### config.mk
export PLATFORM = sky130hd
export DESIGN_NAME = tk_sync_call_arbiter
export DESIGN_NICKNAME = d
export VERILOG_FILES = /design/src/rtl/tk_sync_call_arbiter.sv
export SDC_FILE = /design/constraint.sdc
export NUM_CORES = 1
export LEC_CHECK = 0
export ABC_AREA = 1
export CAP_MARGIN = 20
export CORE_AREA = 2 2 50 52
export CTS_BUF_LIST = sky130_fd_sc_hd__clkbuf_4 sky130_fd_sc_hd__clkbuf_8 sky130_fd_sc_hd__clkbuf_16
export DETAILED_ROUTE_END_ITERATION = 7
export DIE_AREA = 0 0 52 54
export PLACE_DENSITY = 0.73
export SYNTH_ARGS = -nofsm -noshare
export SYNTH_HDL_FRONTEND = slang
export SYNTH_SLANG_ARGS = --single-unit
### constraint.sdc
create_clock -name clk -period 1.38 [get_ports clk]
set_clock_uncertainty 0.1 [all_clocks]
set_input_delay 0.207 -clock clk [delete_from_list [all_inputs] [get_ports clk]]
set_output_delay 0.207 -clock clk [all_outputs]
set_load 0.02 [all_outputs]
### src/rtl/tk_sync_call_arbiter.sv
// tk_sync_call_arbiter
//   Clocked N-way round-robin arbiter plus call controller. It shares one
//   four-phase resource port between N four-phase requesters. Exactly one
//   requester is granted at a time. Its handshake is forwarded to the resource,
//   and a one-hot select drives the datapath mux.
//
// Ports
//   clk      in   rising-edge system clock
//   reset_n  in   asynchronous active-low reset
//   r_req    in   [N] per-requester four-phase request
//   r_ack    out  [N] per-requester four-phase acknowledge (at most one bit high)
//   s_req    out  four-phase request to the shared resource
//   s_ack    in   four-phase acknowledge from the shared resource
//   sel      out  [N] one-hot select of the granted requester, zero when idle
//   busy     out  high whenever the controller is not idle
//
// Parameters
//   N   number of requesters (2..16)
//   PW  pointer width, must equal ceil(log2(N))
//
// Build option
//   SYNC_EN  when defined, each r_req bit and s_ack pass through a 2-flop
//            synchroniser reset to 0. Every req/ack-driven latency then grows
//            by 2 cycles.
module tk_sync_call_arbiter #(
    parameter int N  = 4,
    parameter int PW = 2
) (
    input  logic         clk,
    input  logic         reset_n,
    input  logic [N-1:0] r_req,
    output logic [N-1:0] r_ack,
    output logic         s_req,
    input  logic         s_ack,
    output logic [N-1:0] sel,
    output logic         busy
);

    localparam logic [1:0] ST_IDLE = 2'd0;
    localparam logic [1:0] ST_CALL = 2'd1;
    localparam logic [1:0] ST_HOLD = 2'd2;
    localparam logic [1:0] ST_RTZ  = 2'd3;

    localparam int unsigned NU = N;

    // Effective request/acknowledge seen by the FSM
    logic [N-1:0] w_req;
    logic         w_ack;

`ifdef SYNC_EN
    logic [N-1:0] r_req_s1;
    logic [N-1:0] r_req_s2;
    logic         r_sack_s1;
    logic         r_sack_s2;

    always_ff @(posedge clk or negedge reset_n) begin
        if (!reset_n) begin
            r_req_s1  <= '0;
            r_req_s2  <= '0;
            r_sack_s1 <= 1'b0;
            r_sack_s2 <= 1'b0;
        end else begin
            r_req_s1  <= r_req;
            r_req_s2  <= r_req_s1;
            r_sack_s1 <= s_ack;
            r_sack_s2 <= r_sack_s1;
        end
    end

    assign w_req = r_req_s2;
    assign w_ack = r_sack_s2;
`else
    assign w_req = r_req;
    assign w_ack = s_ack;
`endif

    logic [1:0]    r_state;
    logic [PW-1:0] r_ptr;
    logic [PW-1:0] r_g;
    logic [N-1:0]  r_sel;
    logic [N-1:0]  r_ack_o;
    logic          r_sreq;

    // Round-robin winner: first set request at ptr, ptr+1, ... wrapping mod N
    logic [PW-1:0] w_win;
    logic          w_found;
    logic [31:0]   w_sum;
    logic [PW-1:0] w_cand;

    always_comb begin
        w_win   = '0;
        w_found = 1'b0;
        w_sum   = '0;
        w_cand  = '0;
        for (int unsigned i = 0; i < NU; i++) begin
            w_sum = 32'(r_ptr) + i;
            if (w_sum >= NU) begin
                w_sum = w_sum - NU;
            end
            w_cand = PW'(w_sum);
            if (!w_found && w_req[w_cand]) begin
                w_win   = w_cand;
                w_found = 1'b1;
            end
        end
    end

    always_ff @(posedge clk or negedge reset_n) begin
        if (!reset_n) begin
            r_state <= ST_IDLE;
            r_ptr   <= '0;
            r_g     <= '0;
            r_sel   <= '0;
            r_ack_o <= '0;
            r_sreq  <= 1'b0;
        end else begin
            case (r_state)
                ST_IDLE: begin
                    if (w_found) begin
                        r_g     <= w_win;
                        r_sel   <= {{(N-1){1'b0}}, 1'b1} << w_win;
                        r_sreq  <= 1'b1;
                        r_state <= ST_CALL;
                    end
                end
                ST_CALL: begin
                    if (w_ack) begin
                        // r_sel already holds onehot(g), so it doubles as the ack mask
                        r_ack_o <= r_sel;
                        r_state <= ST_HOLD;
                    end
                end
                ST_HOLD: begin
                    if (!w_req[r_g]) begin
                        r_sreq  <= 1'b0;
                        r_state <= ST_RTZ;
                    end
                end
                default: begin
                    if (!w_ack) begin
                        r_ack_o <= '0;
                        r_sel   <= '0;
                        r_ptr   <= (r_g == PW'(N - 1)) ? '0 : r_g + 1'b1;
                        r_state <= ST_IDLE;
                    end
                end
            endcase
        end
    end

    assign r_ack = r_ack_o;
    assign s_req = r_sreq;
    assign sel   = r_sel;
    assign busy  = (r_state != ST_IDLE);

endmodule
# --- Word level (Yosys, flattened, before mapping) ---
# Index checks and enable logic that the tools add are counted.
totals:
  in_bits: 7
  regBits: 15
  out_inout_bits: 10
classes:
  add_sub_neg: 8
  muxes: 36
  reduce_logical: 18
  magnitude_cmp: 9
  eq_ne: 9
  n_shift: 1
  n_bitwise: 4
ops:
  columns: ["cell", "count"]
  rows:
  - ["2-bit 2-to-1 mux", 13]
  - ["4-bit one-hot mux with 2 select lines", 2]
  - ["2-bit by 3-bit < comparator with 1-bit output (second input constant)", 5]
  - ["4-bit 2-to-1 mux", 3]
  - ["1-bit 2-to-1 mux", 11]
  - ["1-bit binary-select mux with 2-bit select", 5]
  - ["3-bit >= comparator (second input constant)", 3]
  - ["3-bit AND reduction", 3]
  - ["2-bit by 1-bit subtractor with 2-bit output (second input constant)", 4]
  - ["2-bit by 2-bit adder with 3-bit output (second input constant)", 2]
  - ["2-bit inequality test (second input constant)", 3]
  - ["2-bit one-hot mux with 3 select lines", 1]
  - ["2-bit == test (second input constant)", 2]
  - ["2-bit by 1-bit inequality test with 1-bit output (second input constant)", 2]
  - ["4-bit by 1-bit inequality test with 1-bit output (second input constant)", 1]
  - ["1-bit NOT", 4]
  - ["2-bit AND reduction", 2]
  - ["4-bit AND reduction", 1]
  - ["2-bit nonzero test", 2]
  - ["2-bit OR reduction", 2]
  - ["1-bit by 2-bit left shift with 4-bit output (first input constant)", 1]
  - ["2-bit by 1-bit adder with 3-bit output (second input constant)", 1]
  - ["2-bit by 3-bit >= comparator with 1-bit output (second input constant)", 1]
  - ["1-bit logical AND", 3]
  - ["6 further kinds", 8]

# --- Logic depth before layout (Yosys ltp) ---
# Gate-level depths: netlist (run 1).
logic_depth:
  ltp_word: 17
  depth_mapped: 13

# --- Least setup slack after synthesis (run 1) ---
# OpenSTA, ideal clock, no wires.
synth_timing:
  path_kind: "reg-to-reg"
  start: "register r_state[0]"
  end: "register r_sel[1], in the netlist sel[1]"
  path_stages_with_launch: 9
  arrival_time_ns: 1.344
  synth_period_minus_slack_ns: 1.509
  slack_ns: -0.129
  setup_time_ns: 0.065
  path_cell_list: "dfrtp_1 -> inv_1 -> ha_1 -> inv_1 -> a21oi_1 -> nand3_1 -> nor2_1 -> nand2_1 -> nand2_1"
synth_between:
  elab_chain_len: 4
  elab_cells_between_ends: 9
synth_lines:
  columns: ["item", "line", "text"]
  rows:
  - ["from (decl)", "77", "logic [1:0] r_state;"]
  - ["from (signal assigned)", "110", "r_state <= ST_IDLE;"]
  - ["from (signal assigned)", "123", "r_state <= ST_CALL;"]
  - ["from (signal assigned)", "130", "r_state <= ST_HOLD;"]
  - ["2-bit == test or 2-bit by 1-bit == test with 1-bit output (tied branches)", "117", "case (r_state)"]
  - ["2-bit OR reduction (no line)", null, null]
  - ["1-bit NOT (no line)", null, null]
  - ["3-bit AND reduction (no line)", null, null]
  - ["to (signal assigned)", "121", "r_sel <= {{(N-1){1'b0}}, 1'b1} << w_win;"]
  - ["to (decl)", "80", "logic [N-1:0] r_sel;"]
# Several ways; a longest one is shown, not always the timed one.
# A chain may end at the register's enable or synchronous reset.

# --- Worst setup path after layout (run 1) ---
layout_timing:
  start: "register r_ptr[0]"
  end: "register r_sel[3], in the netlist sel[3]"
layout_between:
  elab_chain_len: 17
  elab_cells_between_ends: 42
layout_lines:
  columns: ["item", "line", "text"]
  rows:
  - ["from (decl)", "78", "logic [PW-1:0] r_ptr;"]
  - ["from (signal assigned)", "143", "r_ptr <= (r_g == PW'(N - 1)) ? '0 : r_g + 1'b1;"]
  - ["parallel branches: the longest is 17 deep, another holds 2-bit by 1-bit adder with 3-bit output", null, null]
# Several ways; the timed one is not identified. The select of a mux whose other input is x is not followed.

==> qor.csv, run 1 <==
metric;value;unit
synth_cell_types;19;
dp_slack;-0.427;ns
power_density;2610;nW/um^2
dp_hpwl;2130;microns
dp_cells;218;
globalRoute.totalOverflow;0;
ios;17;
synth_area_leaders;dfrtp_1 (36%), nand2_1 (19%), inv_1 (7.3%);
h-tree-depth;1;
r2r_start;r_ptr[0];
p_leak;0.841;nW
violations;setup timing;
die_width;52;microns
max_freq;589;MHz
areaGrowthSynthToFinish;59.8;%
crit_path_start_kind;flop;
antenna_cells;0;
io_buffers;16;
place.gp.congestion;0.859;
finalHoldViolCount;0;
drt-vias-per-instance;4.85;
cts_made_buffers;3;
syn_area;1030;sq um
whs;0.119;ns
final_antenna_net_count;0;
cts_root_buffer;clkbuf_4;
synth_nets;161;
min_period;1.70;ns
finalSetupViolCount;14;
avgRoutedWirePerCell;12.8;microns
ys_seq_elements;15;
syn_avg_cell_area;6.92;sq um
via_count;1111;
synthCells;149;
core;2320;sq um
timing.final.crit_share;123;%
initialDrtViolationCount;26;
drive_above_1_share;41.2;%
tightest_slew;0.269;ns
die_y;54;microns
outcome;finished, violations left;
rr_endpoint;sel[3];
grt_setup_unrepaired;true;
mostFrequentLayoutCells;nand2_1 (47), buf_4 (24), dfrtp_1 (14), inv_1 (13), nand2_2 (11);
irDropWorstVdd;1.77;mV
path_clk_slew;0.11;ns
cp_max_fo;7;
critPathLaunch;r_ptr[0];
ctsHoldBuffers;0;
slew_viol_final;0;
final_cells;229;
cts_sinks;15;
grt_use_total;22.2;%
dieArea;2810;sq um
drcViolationCount;0;
cts_buffer_depth;2;
initial_core_util;44.4;%
maxSlewHeadroom;82.0;%
crit_required;1.48;ns
grt_max_degree;16;
grt_pass1_wl;4620;microns
hold_class;in -> async;
maxCapViolCount;0;
row_count;18;
layout_commonest_cell;nand2_1;
final_nets;212;
clock_latency;0.30;ns
postLayoutCellArea;1650;sq um
endpoint_kind;flop;
placedInstanceArea;1440;sq um
yosys.area.top_type_share;36.4;%
dr.pass1.iters;4;
grt_pass1_vias;1081;
post-route-util;71.0;%
cts_tree;done;
ff2ff_path_depth;10;
finalWorstSetupSlack;-0.319;ns
synth_top_cell_by_area;dfrtp_1;
ys_seq_area_share;36.4;%
regToRegSetupSlack;-0.32;ns
arrival;1.80;ns
antenna_found_initial;0;
path_class;reg -> reg;
drt-total-wl;2920;microns
synth-warning-count;0;
endpoint;sel[3];
## state kept, by name (all words and copies together), names as in the netlist
name and flops:
r_state 2, r_g 2, r_ptr 2, s_req 1, sel 4, r_ack 4
## critical path: stages (launching register included)
cell and delay, ns:
dfrtp_2 0.49, inv_2 0.12, nand2_1 0.07, nand3_1 0.11, nand2_2 0.10, nor2_4 0.20, nand3_2 0.12, nand3_2 0.11
nor2_2 0.05, nand2_1 0.07, nand2_1 0.06
## report_power, final
| part | switching (mW) | internal, mW | total [mW] |
|---|---|---|---|
| Clock | 0.164 | 0.108 | 0.272 |
| Sequential | 0.191 | 0.632 | 0.823 |
| Combinational | 1.81 | 1.39 | 3.20 |
| Total | 2.16 | 2.13 | 4.30 |
## metal layers
metal	vias up	track usage, %	share of wire (%)
met4	0	6.14	2.3
met3	9	2.78	3.0
met2	25	41.1	52
li1	570	-	-
met1	507	26.9	42
met5	-	0	0
## synth_stat cells
master / number
a21oi_1: 4
buf_6: 1
dfrtp_1: 15
ha_1: 5
inv_1: 20
inv_2: 3
nand2_1: 53
nand2_2: 5
nand3_1: 15
nand3_2: 3
nand4_2: 1
nor2_1: 6
nor2_2: 3
nor2_4: 1
nor3_1: 1
o211ai_1: 1
o21ai_0: 10
o21ai_1: 1
o31ai_1: 1
## how the worst min path moves through the flow
stage | to | startpoint | slack (ns)
after global routing | r_ack[3] | reset_n | 0.14
after global placement | s_req | s_req | 0.38
final | r_ack[3] | reset_n | 0.12
after CTS | r_ack[3] | reset_n | 0.14
after floorplan | r_ack[0] | reset_n | -0.19
after detailed placement | s_req | s_req | 0.40
## per-stage QoR
step	TNS, ns	power, mW
floorplan	-0.129	2.44
global placement	-3.85	3.31
detailed placement	-4.49	3.42
CTS	-2.56	4.00
global route	-4.32	4.63
finish	-3.05	4.30
## cell type report
class / instances / area, sq um
fillers: 178 / 672
well taps: 30 / 37.5
clock buffers: 3 / 22.5
clock inverters: 1 / 5.00
flip-flops and latches: 15 / 377
multi-input cells: 110 / 707
repair buffers: 46 / 403
inverters: 23 / 88.8
repair inverters: 1 / 7.51
## logic make-up after synthesis
| logic type | Yosys count | share of synthesized area (%) |
|---|---|---|
| DFF | 15 | 36.4 |
| and+or+nand+nor | 88 | 39.3 |
| adders and majority gates | 5 | 6.07 |
| AOI/OAI and AO/OA | 17 | 8.74 |
| buffers and inverters | 24 | 9.47 |
## repair_timing
item,in CTS,in global routing
resized for setup,42,16
cloned,1,0
buffers inserted,3,3
pin swaps,7,6
setup endpoints to repair,23,18
(Power assumes the default switching activity.)
==> inputs of run 2 (changes only) <==
--- a/config.mk
+++ b/config.mk
@@ -11,6 +11,7 @@
 export CTS_BUF_LIST = sky130_fd_sc_hd__clkbuf_4 sky130_fd_sc_hd__clkbuf_8 sky130_fd_sc_hd__clkbuf_16
 export DETAILED_ROUTE_END_ITERATION = 7
 export DIE_AREA = 0 0 52 54
+export GPL_ROUTABILITY_DRIVEN = 1
 export PLACE_DENSITY = 0.73
 export SYNTH_ARGS = -nofsm -noshare
 export SYNTH_HDL_FRONTEND = slang
==> results of run 2 <==
Final layout, timing and power as in run 1 (identical DEF).
